### src/rtl/obi_arbiter_2m.sv
// Two-master OBI arbiter: muxes requests to one slave port and routes responses back via an in-order ID FIFO.
// Define OBI_ARB_ROUND_ROBIN_EN for round-robin arbitration; otherwise master 0 has fixed priority.
module obi_arbiter_2m #(
  parameter int MAX_OUTSTANDING = 2,
  parameter int ADDR_W          = 32
) (
  input  logic              clk,
  input  logic              rst,
  input  logic              m0_req,
  input  logic              m0_we,
  input  logic [3:0]        m0_be,
  input  logic [ADDR_W-1:0] m0_addr,
  input  logic [31:0]       m0_wdata,
  output logic              m0_gnt,
  output logic              m0_rvalid,
  output logic [31:0]       m0_rdata,
  output logic              m0_err,
  input  logic              m1_req,
  input  logic              m1_we,
  input  logic [3:0]        m1_be,
  input  logic [ADDR_W-1:0] m1_addr,
  input  logic [31:0]       m1_wdata,
  output logic              m1_gnt,
  output logic              m1_rvalid,
  output logic [31:0]       m1_rdata,
  output logic              m1_err,
  output logic              s_req,
  output logic              s_we,
  output logic [3:0]        s_be,
  output logic [ADDR_W-1:0] s_addr,
  output logic [31:0]       s_wdata,
  input  logic              s_gnt,
  input  logic              s_rvalid,
  input  logic [31:0]       s_rdata,
  input  logic              s_err,
  output logic              protocol_err
);

  localparam int CW = $clog2(MAX_OUTSTANDING + 1);
  localparam int PW = (MAX_OUTSTANDING > 1) ? $clog2(MAX_OUTSTANDING) : 1;
  localparam logic [CW-1:0] MAX_CNT  = CW'(MAX_OUTSTANDING);
  localparam logic [PW-1:0] LAST_PTR = PW'(MAX_OUTSTANDING - 1);

  typedef enum logic {
    M0 = 1'b0,
    M1 = 1'b1
  } master_e;

  master_e       id_fifo [MAX_OUTSTANDING];
  logic [PW-1:0] wr_ptr;
  logic [PW-1:0] rd_ptr;
  logic [CW-1:0] count;
  logic          lock;
  master_e       locked_id;
  master_e       sel;
  master_e       head;
  logic          sel_req;
  logic          push;
  logic          pop;
  logic          perr_q;
`ifdef OBI_ARB_ROUND_ROBIN_EN
  master_e       prio;
`endif

  function automatic logic [PW-1:0] next_ptr(input logic [PW-1:0] p);
    return (p == LAST_PTR) ? '0 : p + PW'(1);
  endfunction

  // A stalled request keeps its master selected until the slave grants it.
  always_comb begin
    sel = M0;
    if (lock) begin
      sel = locked_id;
    end else if (m0_req && m1_req) begin
`ifdef OBI_ARB_ROUND_ROBIN_EN
      sel = prio;
`else
      sel = M0;
`endif
    end else if (m1_req) begin
      sel = M1;
    end
  end

  always_comb begin
    s_req   = 1'b0;
    s_we    = 1'b0;
    s_be    = '0;
    s_addr  = '0;
    s_wdata = '0;
    m0_gnt  = 1'b0;
    m1_gnt  = 1'b0;
    sel_req = (sel == M1) ? m1_req : m0_req;
    if (sel_req && (count < MAX_CNT)) begin
      s_req = 1'b1;
      if (sel == M1) begin
        s_we    = m1_we;
        s_be    = m1_be;
        s_addr  = m1_addr;
        s_wdata = m1_wdata;
        m1_gnt  = s_gnt;
      end else begin
        s_we    = m0_we;
        s_be    = m0_be;
        s_addr  = m0_addr;
        s_wdata = m0_wdata;
        m0_gnt  = s_gnt;
      end
    end
  end

  assign push = s_req && s_gnt;
  assign pop  = s_rvalid && (count != '0);
  assign head = id_fifo[rd_ptr];

  // Responses with nothing outstanding are dropped here and only flagged.
  always_comb begin
    m0_rvalid = 1'b0;
    m0_rdata  = '0;
    m0_err    = 1'b0;
    m1_rvalid = 1'b0;
    m1_rdata  = '0;
    m1_err    = 1'b0;
    if (pop) begin
      if (head == M1) begin
        m1_rvalid = 1'b1;
        m1_rdata  = s_rdata;
        m1_err    = s_err;
      end else begin
        m0_rvalid = 1'b1;
        m0_rdata  = s_rdata;
        m0_err    = s_err;
      end
    end
  end

  always_ff @(posedge clk) begin
    if (push) begin
      id_fifo[wr_ptr] <= sel;
    end
  end

  always_ff @(posedge clk) begin
    if (rst) begin
      wr_ptr    <= '0;
      rd_ptr    <= '0;
      count     <= '0;
      lock      <= 1'b0;
      locked_id <= M0;
      perr_q    <= 1'b0;
    end else begin
      if (push) begin
        wr_ptr <= next_ptr(wr_ptr);
      end
      if (pop) begin
        rd_ptr <= next_ptr(rd_ptr);
      end
      case ({push, pop})
        2'b10:   count <= count + CW'(1);
        2'b01:   count <= count - CW'(1);
        default: count <= count;
      endcase
      if (push) begin
        lock <= 1'b0;
      end else if (s_req) begin
        lock      <= 1'b1;
        locked_id <= sel;
      end
      if (s_rvalid && (count == '0)) begin
        perr_q <= 1'b1;
      end
    end
  end

`ifdef OBI_ARB_ROUND_ROBIN_EN
  always_ff @(posedge clk) begin
    if (rst) begin
      prio <= M0;
    end else if (push) begin
      prio <= (prio == M0) ? M1 : M0;
    end
  end
`endif

  assign protocol_err = perr_q;

endmodule
### config.mk
export PLATFORM = sky130hd
export DESIGN_NAME = obi_arbiter_2m
export DESIGN_NICKNAME = d
export VERILOG_FILES = /design/src/rtl/obi_arbiter_2m.sv
export SDC_FILE = /design/constraint.sdc
export NUM_CORES = 1
export LEC_CHECK = 0
export CAP_MARGIN = 20
export CORE_AREA = 2 2 123 125
export DETAILED_ROUTE_END_ITERATION = 8
export DIE_AREA = 0 0 125 127
export PLACE_DENSITY = 0.63
export SYNTH_ARGS = -nofsm -noshare
export SYNTH_HDL_FRONTEND = slang
export SYNTH_SLANG_ARGS = --single-unit
### constraint.sdc
create_clock -name clk -period 2.7 [get_ports clk]
set_input_delay 0.405 -clock clk [delete_from_list [all_inputs] [get_ports clk]]
set_output_delay 0.405 -clock clk [all_outputs]
set_load 0.02 [all_outputs]
==> impl_metrics.json, run 1 <==
{
  "syn_area_mm2": 0.002186,
  "max-clock-path-buffers": 2,
  "syn-num-nets": 548,
  "numCtsBuffers": 3,
  "clkSinkCount": 10,
  "drv_slew": 0,
  "grt_overflow": 0,
  "powerDensity_mw_per_mm2": 490.5,
  "drive_gt1_share_pct": 9.581,
  "hp-class": "register to register",
  "drc": 0,
  "grt_pass1_wl_mm": 20.67,
  "timing.rr.end": "count[1]$_SDFFE_PP0P_",
  "die-area_mm2": 0.01588,
  "crit_family": "buffers and inverters",
  "row_count": 44,
  "rsz0062_at_grt": "false",
  "timing.final.crit_period_ns": 2.654,
  "postCtsHoldBufs": 0,
  "relSlewSlack_pct": 77.89,
  "num_vias": 3943,
  "critPathRequiredTime_ns": 2.30,
  "p_total_uw": 2734,
  "die_y_um": 127,
  "place_hpwl_mm": 10.72,
  "yosysWarnings": 0,
  "detail_route.wirelength_mm": 13.85,
  "hold_depth": 2,
  "fmax_mhz": 376.9,
  "ys_ff_latch": 10,
  "path_clk_slew_ns": 0.04,
  "netlist_instances": 370,
  "cts_tree": "yes",
  "path_cells": "clkdlybuf4s50_1 -> nor3b_4 -> buf_4 -> bufbuf_16 -> o21ai_0 -> a21oi_1 -> clkdlybuf4s15_1",
  "grt_max_degree": 64,
  "place.gp.congestion": 0.8486,
  "ctsHtreeMaxLevel": 1,
  "ys_types": 31,
  "reg2regPathDepth": 8,
  "viasPerCell": 4.623,
  "status": "finished clean",
  "avgSynthCellArea_um2": 5.908,
  "dpl-instance-area_mm2": 0.005573,
  "worstPathArrival_ns": 2.25,
  "io_pins": 318,
  "fin_area_mm2": 0.005574,
  "finalSetupViolCount": 0,
  "critical_path.max_stage_delay_ns": 0.50,
  "antenna_found_initial": 1,
  "use_met2_pct": 31.33,
  "grt_use_met1_pct": 16.55,
  "clk_latency_ns": 0.24,
  "worstSetupStartpointType": "input port",
  "whs_endpoint": "protocol_err$_SDFFE_PP0P_",
  "grt-busiest-layer": "met2",
  "finalSetupTns_ns": 0,
  "ir_worst_vdd_mv": 0.2257,
  "core_area_mm2": 0.01442,
  "ctsRootBufferMaster": "clkbuf_16",
  "post-place-ws_ns": -0.2531,
  "ys_seq_area_share_pct": 10.07,
  "crit_type": "input port to primary output",
  "area_growth_pct": 155.0,
  "p_leak_uw": 0.002314,
  "worst_slack_ns": 0.04644,
  "wl_per_cell_um": 16.23,
  "drt_iter0_drc": 131,
  "worstReg2RegStart": "locked_id$_SDFFE_PP0P_",
  "drv_cap": 0,
  "track_usage_pct": 16.05,
  "start_util_pct": 15.15,
  "tightestPinTransition_ns": 0.3307,
  "critPathSlowestCell": "clkdlybuf4s50_1",
  "worst_clock_skew_ns": 0.003883,
  "grt_use_met3_pct": 4.188,
  "critPathMaxFanout": 31,
  "end_kind": "primary output",
  "final-hold-violation-count": 0,
  "dr.pass1.iters": 4,
  "ant_nets": 0,
  "grt_pass1_vias": 3974,
  "fin_crit_sh_pct": 98.28,
  "worst-path-buf-inv": 4,
  "hp-start": "protocol_err$_SDFFE_PP0P_",
  "dieWidth_um": 125,
  "nNetsFinal": 847,
  "port_buffers": 317,
  "ff2ff_setup_slack_ns": 0.65
}
worst reg2reg max path, delay by kind of cell, from the launching register on:
family	cells	cell delay, ns
adders and majority gates	1	0.30
buffers and inverters	3	0.37
AOI/OAI and AO/OA	2	0.43
DFF	1	0.35
and+or+nand+nor	1	0.36
muxes	1	0.18
power by group:
group,switching (uW),internal (uW)
Sequential,36.5,194
Clock,69.4,194
Combinational,1210,1030
Total,1310,1420
worst max-delay path by stage:
| stage | to | depth (start not counted) | startpoint | slack [ns] |
|---|---|---|---|---|
| after floorplan | s_addr[0] | 6 | lock$_SDFFE_PP0P_ | 0.87 |
| after global placement | s_wdata[4] | 6 | m0_req | -0.23 |
| after detailed placement | s_wdata[4] | 6 | m0_req | -0.25 |
| after CTS | s_wdata[2] | 7 | m1_req | -0.008 |
| after global routing | s_wdata[27] | 7 | m1_req | 0.001 |
| final | s_addr[6] | 7 | m1_req | 0.05 |
kinds of logic (layout without fill, tap and decap cells):
| kind of cell | after synthesis | after routing | share of synthesized area [%] |
|---|---|---|---|
| AOI/OAI and AO/OA | 148 | 148 | 34.69 |
| xor gates and xnor gates | 3 | 3 | 1.202 |
| adders and majority gates | 1 | 1 | 0.5723 |
| buffers and inverters | 50 | 348 | 11.73 |
| DFF | 10 | 10 | 10.07 |
| muxes | 3 | 3 | 1.431 |
| other | 0 | 1 | 0 |
| and+or+nand+nor | 155 | 155 | 40.30 |
placed cells by master, fill, tap and decap left out, types with 5 or more instances in the layout:
master and n:
clkbuf_2 21, nor2_1 7, buf_4 15, nand3_1 69, clkdlybuf4s50_1 243, inv_1 5
a21oi_1 72, and2_1 68, buf_12 7, dfxtp_1 8, dlygate4sd2_1 38, o21ai_0 70
metrics by stage:
stage / instances / hold WS (ns) / utilization (%)
after floorplan: 370 / 0.4725 / -
after CTS: 851 / 0.4964 / 39.30
after global placement: 844 / 0.4654 / 38.64
after detailed placement: 844 / 0.4874 / 38.64
final: 853 / 0.4879 / 38.65
after global routing: 853 / 0.5224 / 38.65
Yosys cell counts, drive strengths merged:
cell | count | area (um^2)
and2 | 69 | 432.9
nor2b | 2 | 12.51
xnor2 | 1 | 8.760
edfxtp | 2 | 60.06
a21o | 1 | 7.510
xor2 | 2 | 17.52
nor3b | 1 | 18.77
inv | 5 | 18.77
nand3 | 69 | 345.3
nor3 | 3 | 15.01
dfxtp | 8 | 160.2
mux2i | 2 | 20.02
nand2 | 2 | 15.01
o21bai | 1 | 7.510
or3b | 1 | 8.760
o21ai | 71 | 355.3
mux2 | 1 | 11.26
buf | 24 | 156.4
or3 | 1 | 6.260
ha | 1 | 12.51
a21oi | 72 | 360.4
a211oi | 3 | 27.52
nor2 | 7 | 26.28
clkbuf | 21 | 81.33
registers in the layout, indices dropped and copies added (netlist names), named ones only:
register,cells
count,2
rd_ptr,1
lock,1
protocol_err,1
id_fifo,2
locked_id,1
wr_ptr,1
routing by layer:
layer / up-vias / routed length, um
met2: 238 / 7339
met5: - / 0
li1: 1890 / -
met3: 20 / 1255
met4: 0 / 367
met1: 1795 / 4885
final cells by class:
cell class / instances / area [um^2]
clock buffer: 3 / 75.07
antenna: 1 / 2.502
inverter: 5 / 18.77
fill: 1510 / 8850
clock inverter: 1 / 3.754
sequential: 10 / 220.2
multi-input combinational: 310 / 1717
tap: 184 / 230.2
timing repair buffer: 339 / 3307
timing repair:
item                                    CTS  global route
pin swaps                                 1             1
gates cloned                              2             0
buffers inserted                          1             1
gates resized for setup                 101            36
endpoints found under the setup margin   70            31
endpoints found under the hold margin     0             0
(Power assumes the default switching activity.)
==> run 2, diff against run 1 <==
--- a/config.mk
+++ b/config.mk
@@ -5,11 +5,13 @@
 export SDC_FILE = /design/constraint.sdc
 export NUM_CORES = 1
 export LEC_CHECK = 0
+export ABC_CLOCK_PERIOD_IN_PS = 3300
 export CAP_MARGIN = 20
 export CORE_AREA = 2 2 123 125
 export DETAILED_ROUTE_END_ITERATION = 8
 export DIE_AREA = 0 0 125 127
 export PLACE_DENSITY = 0.63
+export REMOVE_ABC_BUFFERS = 1
 export SYNTH_ARGS = -nofsm -noshare
 export SYNTH_HDL_FRONTEND = slang
 export SYNTH_SLANG_ARGS = --single-unit
==> constraint.sdc (replaced) <==
create_clock -name clk -period 3.3 [get_ports clk]
set_input_delay 0.495 -clock clk [delete_from_list [all_inputs] [get_ports clk]]
set_output_delay 0.495 -clock clk [all_outputs]
set_load 0.02 [all_outputs]
==> run 2 against run 1 <==
Net effect: clock power down 17%; register-to-register slack better by 0.68 ns; highest routed layer unchanged; first-iteration DRC count increased by 43%; clock skew about the same; die area stayed put; non-clock buffer count is 11 lower; power decreased by 15%; critical path depth decreased by 1; wire length up 2.2%; setup slack improved by 0.075 ns; worst hold slack got worse by 0.025 ns; global-route usage increased by 0.26 points; largest power group unchanged.
==> impl_metrics.json, run 2 (synthesis results as in run 1) <==
{
  "drc": 0,
  "stdcell_count": 841,
  "drive_gt1_share_pct": 3.349,
  "relSlewSlack_pct": 53.12,
  "dpl-instance-area_mm2": 0.005525,
  "status": "finished clean",
  "reg.largest.list": "count: 2 flops, id_fifo: 2 flops",
  "fin_crit_sh_pct": 96.32,
  "crit_type": "input port to primary output",
  "numCtsBuffers": 3,
  "grt_max_degree": 73,
  "p_leak_uw": 0.002071,
  "finalSetupTns_ns": 0,
  "timing.final.crit_period_ns": 3.179,
  "num_vias": 3843,
  "dieWidth_um": 125,
  "viasPerCell": 4.570,
  "fin_area_mm2": 0.005604,
  "cts_tree": "yes",
  "ant_nets": 0,
  "clkSinkCount": 10,
  "detail_route.wirelength_mm": 14.16,
  "start_util_pct": 15.15,
  "fillCellCount": 1512,
  "path_clk_slew_ns": 0.04,
  "grt_pass1_vias": 3725,
  "track_usage_pct": 16.31,
  "rsz0062_at_grt": "false",
  "antenna_found_initial": 0,
  "ir_worst_vdd_mv": 0.3003,
  "drt_iter0_drc": 187,
  "place.gp.congestion": 0.9179,
  "final_common_cell": "clkdlybuf4s50_1",
  "max-clock-path-buffers": 2,
  "crit_family": "buffers and inverters",
  "die_y_um": 127,
  "end_kind": "primary output",
  "layout_common_cells": "clkdlybuf4s50_1 (317), a21oi_1 (72), o21ai_0 (70)",
  "fmax_mhz": 314.6,
  "drv_cap": 0,
  "fin_util_pct": 38.85,
  "worst-path-buf-inv": 3,
  "final-hold-violation-count": 0,
  "area_growth_pct": 156.4,
  "critPathRequiredTime_ns": 2.80,
  "place_hpwl_mm": 11.25,
  "tightestPinTransition_ns": 0.7007,
  "core_area_mm2": 0.01442,
  "dp.cells": 837,
  "ctsRootBufferMaster": "clkbuf_16",
  "wl_per_cell_um": 16.84,
  "grt_pass1_wl_mm": 20.97,
  "row_count": 44,
  "grt_overflow": 0,
  "p_total_uw": 2322,
  "critPathSlowestCell": "clkdlybuf4s50_1",
  "drv_slew": 0,
  "port_buffers": 317,
  "post_cts_resize_count": 0,
  "dr.pass1.iters": 4,
  "worstPathArrival_ns": 2.68,
  "nNetsFinal": 836,
  "post_cts_buffers": 0,
  "postCtsHoldBufs": 0,
  "cp_common_cell": "clkdlybuf4s50_1",
  "path_cells": "clkdlybuf4s50_1 -> o21bai_1 -> a21o_2 -> buf_12 -> a21oi_1 -> clkdlybuf4s50_1",
  "die-area_mm2": 0.01588,
  "io_pins": 318,
  "hp-class": "register to register",
  "ctsHtreeMaxLevel": 1,
  "worstSetupStartpointType": "input port",
  "antennaDiodeCount": 0,
  "clk_latency_ns": 0.24,
  "critical_path.max_stage_delay_ns": 0.66,
  "critPathMaxFanout": 72,
  "worst_clock_skew_ns": 0.003549,
  "powerDensity_mw_per_mm2": 414.3,
  "finalSetupViolCount": 0
}
==> run 2: cell count changes in the layout (fill, tap and decap cells not counted) <==
cell / before / now
buf_2: 4 / 0
diode_2: 1 / 0
clkdlybuf4s15_1: 4 / 0
clkdlybuf4s50_1: 243 / 317
mux2i_2: 1 / 0
clkinv_1: 1 / 0
bufbuf_16: 2 / 0
clkbuf_1: 0 / 1
buf_4: 15 / 4
mux2i_1: 1 / 2
dlygate4sd2_1: 38 / 0
dlymetal6s2s_1: 2 / 0
clkdlybuf4s15_2: 3 / 0
clkbuf_2: 21 / 0
==> run 2: path summary, 6_finish.rpt <==
kind                             startpoint                         to  slack, ns  depth (start not counted)
setup reg to reg      count[1]$_SDFFE_PP0P_      count[1]$_SDFFE_PP0P_       1.33                          7
hold reg to reg   protocol_err$_SDFFE_PP0P_  protocol_err$_SDFFE_PP0P_       0.46                          2
hold / removal    protocol_err$_SDFFE_PP0P_  protocol_err$_SDFFE_PP0P_       0.46                          2
setup / recovery                     m0_req                 s_addr[17]       0.12                          6
==> run 2: tightest hold or removal path, cell delays in order, from the launching register on <==
cell and delay, ns:
dfxtp_1 0.32, a21oi_1 0.04, nor2_1 0.07
==> run 2: area by class of cell <==
cell class / instances / area, um^2 / share of cell area, %
multi-input cells: 310 / 1713 / 30.56
clock buffers: 4 / 78.83 / 1.407
inverters: 5 / 18.77 / 0.3349
repair buffers: 328 / 3343 / 59.66
well taps: 184 / 230.2 / 4.108
flip-flops and latches: 10 / 220.2 / 3.929
==> run 2: where the power goes <==
| group | internal, uW | switching [uW] | leakage (uW) |
|---|---|---|---|
| clock | 162 | 55.7 | 0.0000382 |
| sequential | 158 | 31.1 | 0.0000849 |
| combinational | 940 | 975 | 0.00195 |
==> run 2: per-layer routing <==
metal / up-vias / GRT usage [%] / wire, um / share of wire (%)
met5: - / 0 / 0 / 0
met4: 0 / 1.895 / 154 / 1.1
met1: 1737 / 17.96 / 5333 / 38
met3: 16 / 3.853 / 1202 / 8.5
met2: 217 / 32.48 / 7470 / 53
li1: 1873 / - / - / -
==> run 2: stage by stage <==
step                hold slack (ns)  setup slack (ns)
finish                       0.4632            0.1213
global route                 0.5162           0.04239
CTS                          0.4716            0.1672
detailed placement           0.4615            0.1766
global placement             0.4586            0.1814
floorplan                    0.4725            0.4643
==> patch 1, RTL diff (config.mk and constraints of run 2) <==
Set the parameter `MAX_OUTSTANDING` to 1 (it was 2).
--- a/src/rtl/obi_arbiter_2m.sv
+++ b/src/rtl/obi_arbiter_2m.sv
@@ -1,7 +1,7 @@
 // Two-master OBI arbiter: muxes requests to one slave port and routes responses back via an in-order ID FIFO.
 // Define OBI_ARB_ROUND_ROBIN_EN for round-robin arbitration; otherwise master 0 has fixed priority.
 module obi_arbiter_2m #(
-  parameter int MAX_OUTSTANDING = 2,
+  parameter int MAX_OUTSTANDING = 1,
   parameter int ADDR_W          = 32
 ) (
   input  logic              clk,
Behaviour: not the same (Yosys sat finds a counterexample within 4 cycles, from zero or initial values and one cycle with rst high).
==> patch 1 against run 2 <==
Cell area decreased by 4.4%; routed wire length shrank 12%; setup slack better by 0.062 ns; sequential share of layout area shrank 1.9 points; sequential cell count shrank 5; synthesized area fell by 8.6%.
Power is not compared: it rests on default switching activity, and its combinational part moved more than twofold at a synthesized area within 25%.
==> patch 1: results (changes against run 2) <==
synth:
  synth_commonest_cells: "72 x a21oi_1, 69 x nand3_1, 67 x o21ai_0, 66 x and2_1, 23 x clkbuf_1"
  synth.distinct_cells: 29  # -6.5%
  async_flop_share: 0  # unchanged
  synth_compound_area_frac: 0.382  # +0.0351
  synthXorXnorAreaFrac: 0  # -0.0120
  synth_top_cells_by_area: "and2_1 21%, a21oi_1 18%, nand3_1 17%"
  synth_edf_count: 1  # -1
  synth-main-ff-cell: "dfxtp_1"
  synth_warnings: 0  # unchanged
  synth-adder-area-share: 0  # -0.00572
  synthMuxAreaShare: 0.00751  # -0.00680
  yosysSeqAreaShare: 0.0551  # -0.0456
grt:
  grt_pass1_vias: 3619  # -2.8%
  antenna_found_initial: 0  # unchanged
  grt_max_degree: 72  # -1.4%
  grt_usage: 0.140  # -0.0229
  grt_pass1_wl_mm: 18.5  # -12%
setup_path:
  cp_slowest_cell: "clkdlybuf4s50_1"
  cp_top_family: "buffers and inverters"
  cp_max_fo: 71  # -1.4%
  slowest_delay_ns: 0.57  # -0.09 ns
  critPathArrivalTime_ns: 2.62  # -0.06 ns
placed_design:
  gp_congestion: 0.849  # -7.5%
  place_area_um2: 5280  # -4.4%
  portBuffers: 317  # unchanged
  dp_hpwl_mm: 9.87  # -12%
clocking:
  ctsResizeCount: 0  # unchanged
  cts-root-buf: "clkbuf_16"
  clk_pin_slew_worst_paths_ns: 0.03
  cts_buffers: 3  # unchanged
  clockBufferDepth: 2  # unchanged
  h-tree-depth: 1  # unchanged
  clock_latency_ns: 0.23
  post-cts-setup-buffers: 0  # unchanged
power:
  p_per_area_nw_per_um2: 215
  power_leakage_nw: 1.97
  irDropWorstVdd_mv: 0.137
run_status:
  status: "finished, final reports clean"
route:
  first_pass_iters: 4  # unchanged
  vias: 3726  # -3.0%
  drtIter0Drc: 168  # -10%
  routed_wl_mm: 12.5  # -12%
min_path:
  hold_class: "reg2reg"
sta:
  skew_ns: 0.000696  # -0.00285 ns
  slew-limit-headroom: 0.670  # +0.138
cells_and_area:
  drive_above_1_share: 0.0347  # +0.00121
  n_antenna_cell: 0  # unchanged
  fillCellCount: 1487  # -1.7%
  nets: 812  # -2.9%
job:
  cap_viol_max_count: 0  # unchanged
## patch 1: cell count changes after synthesis, sizes merged, moves of 3 or more
cell    delta
buf        -9
clkbuf     +7
dfxtp      -4
nor2       -3
## patch 1: cell type report
class,instances,share of cell area
timing repair buffer,325,0.617
multi-input combinational,296,0.302
tap,184,0.0430
sequential,5,0.0205
clock buffer,4,0.0147
inverter,4,0.00280
## patch 1: worst paths after layout
path	from	cells after the start	slack, ns	end
hold / removal	count	2	0.54	count
hold reg to reg	count	2	0.54	count
setup reg to reg	locked_id	5	1.71	lock
setup / recovery	m1_req	6	0.18	s_wdata[21]
## patch 1: metal layers
metal | up-vias | GRT usage | wire [um]
li1 | 1797 | - | -
met1 | 1678 | 0.145 | 4600
met2 | 236 | 0.281 | 6550
met3 | 15 | 0.0352 | 1110
met4 | 0 | 0.0340 | 254
met5 | - | 0 | 0
## patch 1: per-stage QoR
| step | setup slack [ns] | instances |
|---|---|---|
| after floorplan | 0.497 | 305 |
| after global placement | 0.211 | 814 |
| after detailed placement | 0.214 | 814 |
| after CTS | 0.189 | 818 |
| after global routing | 0.0861 | 818 |
| final | 0.184 | 818 |
## patch 1: report_power, final
group | total [W] | leakage (nW) | internal (W) | switching [W]
clock network | 0.000203 | 0.0382 | 0.000160 | 0.0000425
registers | 0.0000753 | 0.0428 | 0.0000684 | 0.00000686
logic | 0.000876 | 1.89 | 0.000470 | 0.000405
## patch 1: worst register-to-register path, stage by stage (launching register included)
cell and delay, ns:
dfxtp_1 0.40, mux2_4 0.35, o21ai_4 0.17, buf_4 0.29, inv_2 0.08, a211oi_1 0.22
## patch 1: cells by family after synthesis
| kind of cell | count (synthesis) |
|---|---|
| multiplexers | 1 |
| flip-flops | 5 |
| buffers and inverters | 47 |
| AO/OA/AOI/OAI | 147 |
| AND/OR/NAND/NOR | 148 |
==> patch 2, RTL diff (flow settings as in run 2) <==
Made on the original files. Register the output `protocol_err` once more, without a reset; this adds one clock of latency there. The other outputs are not delayed to match.
--- a/src/rtl/obi_arbiter_2m.sv
+++ b/src/rtl/obi_arbiter_2m.sv
@@ -182,6 +182,8 @@
   end
 `endif
 
-  assign protocol_err = perr_q;
+  always_ff @(posedge clk) begin
+    protocol_err <= perr_q;
+  end
 
 endmodule
Check against the original RTL: not equivalent (a bounded check fails within 4 cycles, from zero or initial values and one cycle with rst high).
==> patch 2 against run 2 <==
Synthesized area down 0.34%; clock skew fell by 0.0012 ns; routed wire length fell by 4.5%; power increased by 0.78%; maximum frequency is 0.61% higher; register-to-register slack improved by 0.06 ns; sequential cell count is 1 higher; sequential power increased by 8%; setup slack improved by 0.019 ns; synthesized cell count increased by 0.27%; critical endpoint is now s_be[1]; cell area about the same; global-route usage shrank 1.2 points.
==> patch 2: results (changes against run 2) <==
route:
  first_pass_iters: 5  # +1
  met1_length_mm: 4.94  # -7.4%
  wl_met2_mm: 7.10  # -5.0%
  vias: 3928  # +2.2%
  dr_wl_met3_mm: 1.19  # -0.75%
  avgRoutedWirePerCell_um: 16.0  # -4.8%
  viasPerCell: 4.65  # +1.8%
  highest_layer: "met4"
setup_path:
  r2r_cells: 7  # unchanged
  critPathArrivalTime_ns: 2.66  # -0.02 ns
  cp_max_fo: 29  # -60%
min_path:
  hold_class: "reg2reg"
  hold_start: "perr_q"
  hold_end: "protocol_err"
grt:
  met2_usage: 0.302  # -0.0230
  grt_pass1_vias: 3803  # +2.1%
  grtUsageMet3: 0.0348  # -0.00377
  grt_pass1_wl_mm: 19.8  # -5.8%
  grt_use_met1: 0.160  # -0.0191
  grt_usage: 0.151  # -0.0119
sta:
  holdWs_ns: 0.358  # -0.105 ns
  min_period_ns: 3.16  # -0.0194 ns
  worst_pin_slew_ns: 0.435  # -0.266 ns
  skew_ns: 0.00239  # -0.00115 ns
synth:
  synth-adder-area-share: 0.00574  # +0.0000197
  yosysSeqAreaShare: 0.110  # +0.00954
  synthXorXnorAreaFrac: 0.0121  # +0.0000414
  synth_compound_area_frac: 0.348  # +0.00120
  syn_inst: 371  # +0.27%
  synth_top_cells_by_area: "and2_1 20%, a21oi_1 17%, o21ai_0 16%"
  synthMuxAreaShare: 0.0144  # +0.0000493
clocking:
  clk_pin_slew_worst_paths_ns: 0.04  # about the same
  cts_buffers: 3  # unchanged
placed_design:
  place_ws_ns: 0.160  # -0.0166 ns
  numPlacedInstances: 840  # +0.36%
  place_area_um2: 5520  # about the same
  gp_congestion: 0.792  # -14%
  dp_hpwl_mm: 10.8  # -4.1%
cells_and_area:
  design_area_um2: 5600  # about the same
  fillCellCount: 1479  # -2.2%
  drive_above_1_share: 0.0379  # +0.00439
power:
  irDropWorstVdd_mv: 0.188  # -37%
  net-switching-power_w: 0.00106  # -0.14%
  pwr-share-comb: 0.818  # -0.007
  powerClk_w: 0.000221  # +2%
run_status:
  status: "finished, final reports clean"
[patch 2: cell type report]
type                    count  area share
repair buffers            330       0.593
multi-input cells         310       0.306
well taps                 184      0.0411
flip-flops and latches     11      0.0429
clock buffers               4      0.0141
inverters                   5     0.00335
[patch 2: how the worst max path moves through the flow]
| stage | cells after the start | start | to |
|---|---|---|---|
| 6_report | 6 | m1_req | s_be[1] |
| 4_1_cts | 6 | m1_req | s_wdata[8] |
| 3_3_place_gp | 6 | m1_req | s_wdata[8] |
| 5_1_grt | 6 | m1_req | s_wdata[14] |
| 2_1_floorplan | 3 | m1_req | s_addr[0] |
| 3_5_place_dp | 6 | m0_req | s_wdata[7] |
[patch 2: worst max-delay path, stage by stage]
cell and delay (ns):
clkdlybuf4s50_1 0.55, or3b_2 0.56, buf_4 0.27, nand3_1 0.13, a21oi_1 0.06, clkdlybuf4s50_1 0.57
